## src/rtl/fifo_burst_reader.sv

```systemverilog
// Read-side burst controller for a single-clock FIFO with one-cycle read latency.
// Starts a burst at a high-water mark and streams words out through a 4-entry credit buffer.
module fifo_burst_reader #(
    parameter int unsigned        DATA_W    = 8,
    parameter int unsigned        USEDW_W   = 8,
    parameter logic [USEDW_W-1:0] HI_WM     = 8'd192,
    parameter logic [8:0]         MAX_BURST = 9'd256
) (
    input  logic               sys_clk,
    input  logic               sys_rst_n,
    input  logic               full,
    input  logic               empty,
    input  logic [USEDW_W-1:0] usedw,
    input  logic [DATA_W-1:0]  fifo_q,
    output logic               rd_req,
    output logic [DATA_W-1:0]  out_data,
    output logic               out_valid,
    input  logic               out_ready,
    output logic               busy,
    output logic               burst_done,
    output logic [8:0]         burst_len
);

    typedef enum logic [1:0] {
        IDLE  = 2'd0,
        BURST = 2'd1,
        FLUSH = 2'd2,
        DONE  = 2'd3
    } state_t;

    state_t             state;
    state_t             state_nxt;
    logic [8:0]         rd_cnt;
    logic               rd_req_d;
    logic [DATA_W-1:0]  buf_mem [4];
    logic [1:0]         wr_ptr;
    logic [1:0]         rd_ptr;
    logic [2:0]         occ;
    logic               trigger;
    logic               credit_ok;
    logic               buf_wr;
    logic               buf_rd;

    assign trigger   = full || (usedw >= HI_WM);
    // A read issued now lands two cycles later, so in-flight reads count against the 4 slots.
    assign credit_ok = (occ + {2'b00, rd_req_d}) <= 3'd3;
    assign buf_wr    = rd_req_d;
    assign buf_rd    = out_valid && out_ready;

    always_comb begin
        state_nxt  = state;
        rd_req     = 1'b0;
        busy       = (state != IDLE);
        burst_done = (state == DONE);
        out_valid  = (occ != 3'd0);
        out_data   = buf_mem[rd_ptr];
        case (state)
            IDLE: begin
                if (trigger) state_nxt = BURST;
            end
            BURST: begin
                rd_req = !empty && credit_ok && (rd_cnt < MAX_BURST);
                if (empty || (rd_cnt == MAX_BURST)) state_nxt = FLUSH;
            end
            FLUSH: begin
                if (!rd_req_d && (occ == 3'd0)) state_nxt = DONE;
            end
            DONE: begin
                state_nxt = IDLE;
            end
            default: state_nxt = IDLE;
        endcase
    end

    always_ff @(posedge sys_clk or negedge sys_rst_n) begin
        if (!sys_rst_n) begin
            state     <= IDLE;
            rd_req_d  <= 1'b0;
            rd_cnt    <= '0;
            burst_len <= '0;
        end else begin
            state    <= state_nxt;
            rd_req_d <= rd_req;
            if ((state == IDLE) && trigger) begin
                rd_cnt <= '0;
            end else if (rd_req) begin
                rd_cnt <= rd_cnt + 9'd1;
            end
            // Loaded on entry to DONE so the count is already visible alongside burst_done.
            if ((state == FLUSH) && (state_nxt == DONE)) begin
                burst_len <= rd_cnt;
            end
        end
    end

    always_ff @(posedge sys_clk or negedge sys_rst_n) begin
        if (!sys_rst_n) begin
            for (int unsigned i = 0; i < 4; i++) begin
                buf_mem[i] <= '0;
            end
            wr_ptr <= '0;
            rd_ptr <= '0;
            occ    <= '0;
        end else begin
            if (buf_wr) begin
                buf_mem[wr_ptr] <= fifo_q;
                wr_ptr          <= wr_ptr + 2'd1;
            end
            if (buf_rd) begin
                rd_ptr <= rd_ptr + 2'd1;
            end
            case ({buf_wr, buf_rd})
                2'b10:   occ <= occ + 3'd1;
                2'b01:   occ <= occ - 3'd1;
                default: occ <= occ;
            endcase
        end
    end

endmodule

```

## config.mk

```make
export PLATFORM = sky130hd
export DESIGN_NAME = fifo_burst_reader
export DESIGN_NICKNAME = d
export VERILOG_FILES = /design/src/rtl/fifo_burst_reader.sv
export SDC_FILE = /design/constraint.sdc
export NUM_CORES = 1
export LEC_CHECK = 0
export ABC_CLOCK_PERIOD_IN_PS = 6190
export CORE_MARGIN = 8
export CORE_UTILIZATION = 25
export CTS_BUF_LIST = sky130_fd_sc_hd__clkbuf_8
export CTS_CLUSTER_DIAMETER = 50
export DETAILED_ROUTE_END_ITERATION = 12
export PLACE_DENSITY_LB_ADDON = 0.3
export SYNTH_ARGS = -nofsm -noshare
export SYNTH_HDL_FRONTEND = slang
export SYNTH_SLANG_ARGS = --single-unit
```

## constraint.sdc

```tcl
create_clock -name sys_clk -period 6.19 [get_ports sys_clk]
set_clock_uncertainty 0.2 [all_clocks]
set_input_delay 0.619 -clock sys_clk [delete_from_list [all_inputs] [get_ports sys_clk]]
set_output_delay 0.619 -clock sys_clk [all_outputs]
set_load 0.05 [all_outputs]
```

==> metrics.csv, run 1 <==
stage,metric,value,unit
run_status,status,completed,
yosys,yosys_register_bits,60,
final_layout,fin_cells,396,
yosys,syn_area,0.002856,mm²
final_layout,nets,279,
setup_path,worst_path_largest_cell_delay,0.83,ns
placed_design,place_congestion,0.7473,
placed_design,dp_cells,380,
setup_path,crit_slowest_cell,clkdlybuf4s50_1,
setup_path,worstPathCellList,clkdlybuf4s50_1 > or4b_1 > nor2_1 > clkdlybuf4s50_1,
sta,setup_violations,0,
setup_path,crit_path_start_kind,input pin,
clock_network,insertion_delay,0.34,ns
final_layout,antennaDiodeCount,0,
floorplanning,ios,42,
route,drt_iter0_markers,76,
clock_network,post_cts_buffers,0,
setup_path,crit_start,empty,
global_route,grtUsageTotal,0.08811,
clock_network,hold_buffers,0,
yosys,synth_fp_nets,240,
route,drt-total-wl,5.977,mm
power,leakage,1.511,nW
floorplanning,row_count,39,
floorplanning,start_util,0.2534,
clock_network,cts_buffers,9,
setup_path,r2r_cells,3,
route,wl_per_cell,15.09,µm
setup_path,crit_top_cell,clkdlybuf4s50_1,
yosys,ys_seq_area_frac,0.5256,
sta,worst_pin_slew,0.9050,ns
global_route,grt_pass1_vias,1954,
setup_path,required,5.37,ns
setup_path,crit_cells,4,
sta,maxSlewViolCount,0,
global_route,grt_pass1_wl,10.11,mm
final_layout,drive_gt1_frac,0.2767,
setup_path,path_class,input pin to output pin,
floorplanning,fp.dieW,122.9,µm
sta,rsz0062_at_grt,no,
clock_network,cts_tree,done,
sta,tns,0,ns
global_route,grt_max_degree,61,
floorplanning,core_area,0.01127,mm²
sta,relSlewSlack,0.3967,
final_layout,synthToLayoutAreaGrowth,24.92,%
clock_network,clock_path_buffers,2,
clock_network,cts_sinks,60,
power,cellPowerDensity,523.7,mW/mm²
final_layout,n_fill_cell,1129,
sta,fmax,279.9,MHz
setup_path,critPathArrivalTime,2.75,ns
setup_path,worst_setup_path_end_kind,output pin,
setup_path,critPathMaxFanout,8,
clock_network,clk_pin_slew,0.07,ns
clock_network,root_buffer,clkbuf_8,
setup_path,rr_startpoint,occ[1]$_DFFE_PN0P_,
route,firstDrtPassIters,4,
yosys,synthCells,209,
global_route,grt.overflow.total,0,
setup_path,cpLargestDelayFamily,buffers and inverters,
floorplanning,die_h,122.9,µm
min_path,hold_path.class,input pin to async pin,
yosys,yosys_warnings,0,
route,drtAntennaViolNets,0,
route,route.vias.total,1750,
power,vdd_ir_drop_max,0.0003267,V
sta,fin_crit_sh,0.5771,
clock_network,htreeDepth,3,
sta,hold_viol,0,
global_route,antenna_found_initial,0,
yosys,avgSynthCellArea,13.67,µm²
floorplanning,die-area,0.01510,mm²
placed_design,io_buffer_count,35,
clock_network,ctsResizeCount,0,
yosys,synth_cell_types,33,
setup_path,critical_path_buf_inv_count,2,
placed_design,dp_hpwl,3.957,mm
route,drc,0,
sta,period_minus_slack,3.572,ns
run,cap_violations,0,
route,vias_per_cell,4.419,
[layout by cell type (no fill, tap or decap), drive strengths merged, types with 4 or more instances in the layout]
master / synthesis / layout
o21ai: 11 / 11
mux2i: 6 / 6
clkbuf: 6 / 10
nand2: 9 / 9
nand3: 6 / 6
clkdlybuf4s50: 0 / 34
nor2: 4 / 4
inv: 9 / 11
dfrtp: 60 / 60
mux2: 41 / 41
xor2: 6 / 6
o21bai: 4 / 4
mux4: 8 / 8
ha: 9 / 9
[per-layer routing]
| layer | track usage | wire, µm |
|---|---|---|
| met5 | 0 | 0 |
| met1 | 0.1034 | 2656 |
| met3 | 0.04703 | 514 |
| met4 | 0.03199 | 82 |
| met2 | 0.1342 | 2724 |
[report_power, final]
group / leakage [nW] / switching (W) / total (W) / internal [W]
Combinational: 0.651 / 0.000443 / 0.000811 / 0.000368
Sequential: 0.745 / 0.000128 / 0.000670 / 0.000542
Clock: 0.115 / 0.000154 / 0.000388 / 0.000234
Total: 1.51 / 0.000725 / 0.00187 / 0.00114
[worst register-to-register path, delay by kind of cell (launching register included)]
kind / cells / cell delay [ns]
flip-flops: 1 / 0.43
multiplexers: 1 / 0.35
AND/OR/NAND/NOR: 2 / 1.09
[Yosys cell counts, drive strengths merged]
| master | instances | area (µm²) |
|---|---|---|
| dfrtp | 60 | 1501 |
| mux2 | 41 | 495.5 |
| o21ai | 11 | 55.05 |
| ha | 9 | 112.6 |
| inv | 9 | 33.78 |
| nand2 | 9 | 33.78 |
| mux4 | 8 | 180.2 |
| clkbuf | 6 | 22.52 |
| mux2i | 6 | 60.06 |
| nand3 | 6 | 30.03 |
| xor2 | 6 | 52.55 |
| nor2 | 4 | 15.01 |
| o21bai | 4 | 30.03 |
| a21oi | 3 | 15.01 |
| nor4 | 3 | 18.77 |
| xnor2 | 3 | 26.28 |
| and2 | 2 | 12.51 |
| buf | 2 | 15.01 |
| nand4 | 2 | 12.51 |
| nor3 | 2 | 10.01 |
| o41ai | 2 | 17.52 |
| or2 | 2 | 12.51 |
| or4b | 2 | 23.77 |
| a31oi | 1 | 6.260 |
| fa | 1 | 20.02 |
| nor2b | 1 | 6.260 |
| nor4b | 1 | 8.760 |
| o31a | 1 | 10.01 |
| or3 | 1 | 11.26 |
| or4 | 1 | 7.510 |
[final timing paths]
check / to / slack (ns)
min in group sys_clk: buf_mem[31]$_DFFE_PN0P_ / 0.30
max in group asynchronous: rd_cnt[3]$_DFFE_PN0P_ / 5.03
setup reg to reg: burst_len[1]$_DFFE_PN0P_ / 4.00
hold / removal: buf_mem[21]$_DFFE_PN0P_ / 0.24
setup / recovery: rd_req / 2.62
hold reg to reg: buf_mem[31]$_DFFE_PN0P_ / 0.30
[per-stage QoR]
step / setup WS (ns) / total power (W) / util / instance area, µm² / hold WS [ns]
4_1_cts: 2.614 / 0.001896 / 0.3166 / 3568 / 0.2584
3_5_place_dp: 2.625 / 0.001497 / 0.2973 / 3351 / 0.2891
3_3_place_gp: 2.601 / 0.001479 / 0.2973 / 3351 / 0.2830
2_1_floorplan: 3.426 / 0.001264 / - / 2856 / 0.1234
6_report: 2.618 / 0.001869 / 0.3166 / 3568 / 0.2380
5_1_grt: 2.520 / 0.001994 / 0.3166 / 3568 / 0.2941
[cells by family after synthesis]
group                      Yosys count  share of synthesized area
AOI/OAI and AO/OA                   22                    0.04687
xor gates and xnor gates             9                    0.02760
adders and majority gates           10                    0.04643
buffers and inverters               17                    0.02496
DFF                                 60                     0.5256
muxes                               55                     0.2576
and+or+nand+nor                     36                    0.07096
[state kept, by name, indices dropped and copies added, names as in the netlist]
| signal | count |
|---|---|
| buf_mem | 32 |
| rd_ptr | 2 |
| buf_wr | 1 |
| occ | 3 |
| burst_len | 9 |
| rd_cnt | 9 |
| wr_ptr | 2 |
| state | 2 |
[area by class of cell]
class,instances,area [µm²],share of cell area
sequential,60,1501,0.4208
multi-input combinational,132,1284,0.3597
clock buffer,10,137.6,0.03857
inverter,9,33.78,0.009467
tap,143,178.9,0.05014
clock inverter,6,80.08,0.02244
timing repair buffer,36,352.8,0.09888
(Power assumes the default switching activity.)
==> inputs of run 2 (changes only) <==
--- a/config.mk
+++ b/config.mk
@@ -5,7 +5,7 @@
 export SDC_FILE = /design/constraint.sdc
 export NUM_CORES = 1
 export LEC_CHECK = 0
-export ABC_CLOCK_PERIOD_IN_PS = 6190
+export ABC_CLOCK_PERIOD_IN_PS = 3200
 export CORE_MARGIN = 8
 export CORE_UTILIZATION = 25
 export CTS_BUF_LIST = sky130_fd_sc_hd__clkbuf_8
==> constraint.sdc (replaced) <==
create_clock -name sys_clk -period 3.2 [get_ports sys_clk]
set_clock_uncertainty 0.2 [all_clocks]
set_input_delay 0.32 -clock sys_clk [delete_from_list [all_inputs] [get_ports sys_clk]]
set_output_delay 0.32 -clock sys_clk [all_outputs]
set_load 0.05 [all_outputs]
==> run 2 against run 1 <==
- core utilization decreased by 0.056 points
- setup slack got worse by 2.3 ns
- first-iteration DRC count decreased by 14%
- sequential power increased by 93%
- critical path depth decreased by 1
- combinational power increased by 96%
- flip-flop and latch count unchanged
- critical endpoint is now out_data[0]
- largest power group unchanged
==> metrics.csv, run 2 (synthesized netlist as in run 1, its figures left out) <==
stage,metric,value,unit,change
route,wl_per_cell,15.07,µm,-0.15%
setup_path,required,2.68,ns,-2.69 ns
setup_path,critPathMaxFanout,7,,-1
clock_network,clock_path_buffers,2,,unchanged
route,drc,0,,unchanged
sta,fin_crit_sh,0.9105,,
sta,relSlewSlack,0.5719,,+0.1752
floorplanning,core_area,0.01127,mm²,unchanged
final_layout,fin_util,0.3160,,-0.0005550
setup_path,critPathArrivalTime,2.39,ns,-0.36 ns
final_layout,largest_register_ffs,32,,unchanged
sta,tns,0,ns,unchanged
global_route,grt.overflow.total,0,,unchanged
floorplanning,fp.dieW,122.9,µm,unchanged
route,drt-total-wl,6.013,mm,+0.60%
setup_path,r2r_setup_slack,1.04,ns,-2.96 ns
run_status,status,completed,,
clock_network,htreeDepth,3,,unchanged
route,firstDrtPassIters,4,,unchanged
route,drt_iter0_markers,65,,-14%
clock_network,root_buffer,clkbuf_8,,
final_layout,drive_gt1_frac,0.2891,,+0.01238
final_layout,antennaDiodeCount,0,,unchanged
final_layout,layout_common_cells,"60 x dfrtp_1, 33 x clkdlybuf4s50_1, 32 x mux2_2",,
final_layout,nets,282,,+1.1%
setup_path,r2r_cells,3,,unchanged
sta,rsz0062_at_grt,no,,
route,route.vias.total,1781,,+1.8%
final_layout,synthToLayoutAreaGrowth,24.70,%,
clock_network,clk_pin_slew,0.06,ns,about the same
clock_network,cts_sinks,60,,unchanged
floorplanning,die_h,122.9,µm,unchanged
clock_network,insertion_delay,0.34,ns,about the same
sta,maxSlewViolCount,0,,unchanged
global_route,antenna_found_initial,0,,unchanged
setup_path,worst_setup_path_end_kind,output pin,,
placed_design,pre_cts_slack,0.6196,ns,-2.005 ns
sta,fmax,343.2,MHz,
clock_network,cts_tree,done,,
sta,setup_violations,0,,unchanged
floorplanning,ios,42,,unchanged
sta,setup_slack,0.2864,ns,-2.331 ns
sta,period_minus_slack,2.914,ns,
route,drtAntennaViolNets,0,,unchanged
placed_design,placed_area,0.003363,mm²,+0.37%
clock_network,post_cts_buffers,0,,unchanged
global_route,grt_pass1_vias,1985,,+1.6%
power,vdd_ir_drop_max,0.0005060,V,+55%
floorplanning,die-area,0.01510,mm²,unchanged
clock_network,cts_buffers,9,,unchanged
final_layout,mostFrequentLayoutCell,dfrtp_1,,
sta,holdWs,0.2581,ns,+0.02007 ns
setup_path,path_class,flip-flop to output pin,,
floorplanning,row_count,39,,unchanged
final_layout,fin_area,0.003562,mm²,-0.18%
sta,worst_pin_slew,0.6399,ns,-0.2650 ns
power,leakage,1.508,nW,-0.21%
final_layout,n_fill_cell,1134,,+0.44%
route,vias_per_cell,4.464,,+1.0%
floorplanning,start_util,0.2534,,unchanged
global_route,grt_max_degree,43,,-30%
sta,hold_viol,0,,unchanged
placed_design,dp_hpwl,4.223,mm,+6.7%
power,cellPowerDensity,986.6,mW/mm²,+88%
run,cap_violations,0,,unchanged
global_route,grt_pass1_wl,10.15,mm,+0.41%
placed_design,io_buffer_count,35,,unchanged
setup_path,rr_endpoint,burst_len[0]$_DFFE_PN0P_,,
min_path,hold_path.class,input pin to async pin,,
global_route,grtUsageTotal,0.08883,,+0.0007208
placed_design,place_congestion,0.7615,,+1.9%
setup_path,crit_path_start_kind,flip-flop,,
final_layout,reg_top3,"buf_mem: 32 flops, burst_len: 9 flops, rd_cnt: 9 flops",,
final_layout,top_register,buf_mem,,
setup_path,rr_startpoint,occ[1]$_DFFE_PN0P_,,
run 2: metrics by stage:
stage / instances / power (W)
after floorplan: 209 / 0.002444
after global placement: 382 / 0.002868
after detailed placement: 382 / 0.002915
after CTS: 399 / 0.003571
after global routing: 399 / 0.003748
final: 399 / 0.003514
run 2: layout make-up:
class	instances	area (µm²)	area share
timing repair buffer	39	375.4	0.1054
tap	143	178.9	0.05023
inverter	9	33.78	0.009484
sequential	60	1501	0.4215
multi-input combinational	132	1284	0.3604
clock buffer	12	165.2	0.04636
clock inverter	4	23.77	0.006674
run 2: worst max-delay path by stage:
| stage | from | end | slack (ns) | cells past startpoint |
|---|---|---|---|---|
| final | rd_ptr[0]$_DFFE_PN0N_ | out_data[0] | 0.29 | 3 |
| after global routing | rd_ptr[0]$_DFFE_PN0N_ | out_data[4] | 0.15 | 3 |
| after CTS | rd_ptr[0]$_DFFE_PN0N_ | out_data[0] | 0.23 | 3 |
| after detailed placement | rd_ptr[0]$_DFFE_PN0N_ | out_data[0] | 0.62 | 3 |
| after global placement | rd_ptr[0]$_DFFE_PN0N_ | out_data[0] | 0.63 | 3 |
| after floorplan | state[1]$_DFF_PN0_ | rd_req | 0.89 | 3 |
run 2: repair_timing:
action,4_1_cts,5_1_grt
setup endpoints to repair,0,0
hold buffers,1,0
gates resized for setup,0,0
endpoints found under the hold margin,18,0
run 2: critical path, cell delays in order, from the launching register on:
cell and delay [ns]:
dfrtp_1 0.60, buf_4 0.24, mux4_2 0.49, clkdlybuf4s50_1 0.72
run 2: power breakdown:
part | switching (W) | leakage [nW] | internal [W] | total [W]
Clock | 0.000293 | 0.0958 | 0.000340 | 0.000633
Sequential | 0.000239 | 0.745 | 0.00105 | 0.00129
Combinational | 0.000872 | 0.667 | 0.000722 | 0.00159
run 2: per-layer routing:
layer  vias up  share of wire  track usage
li1        838              -            -
met1       896           0.45       0.1072
met2        40           0.47       0.1325
met3         7          0.071      0.04658
met4         0          0.012      0.03199
met5         -              0            0
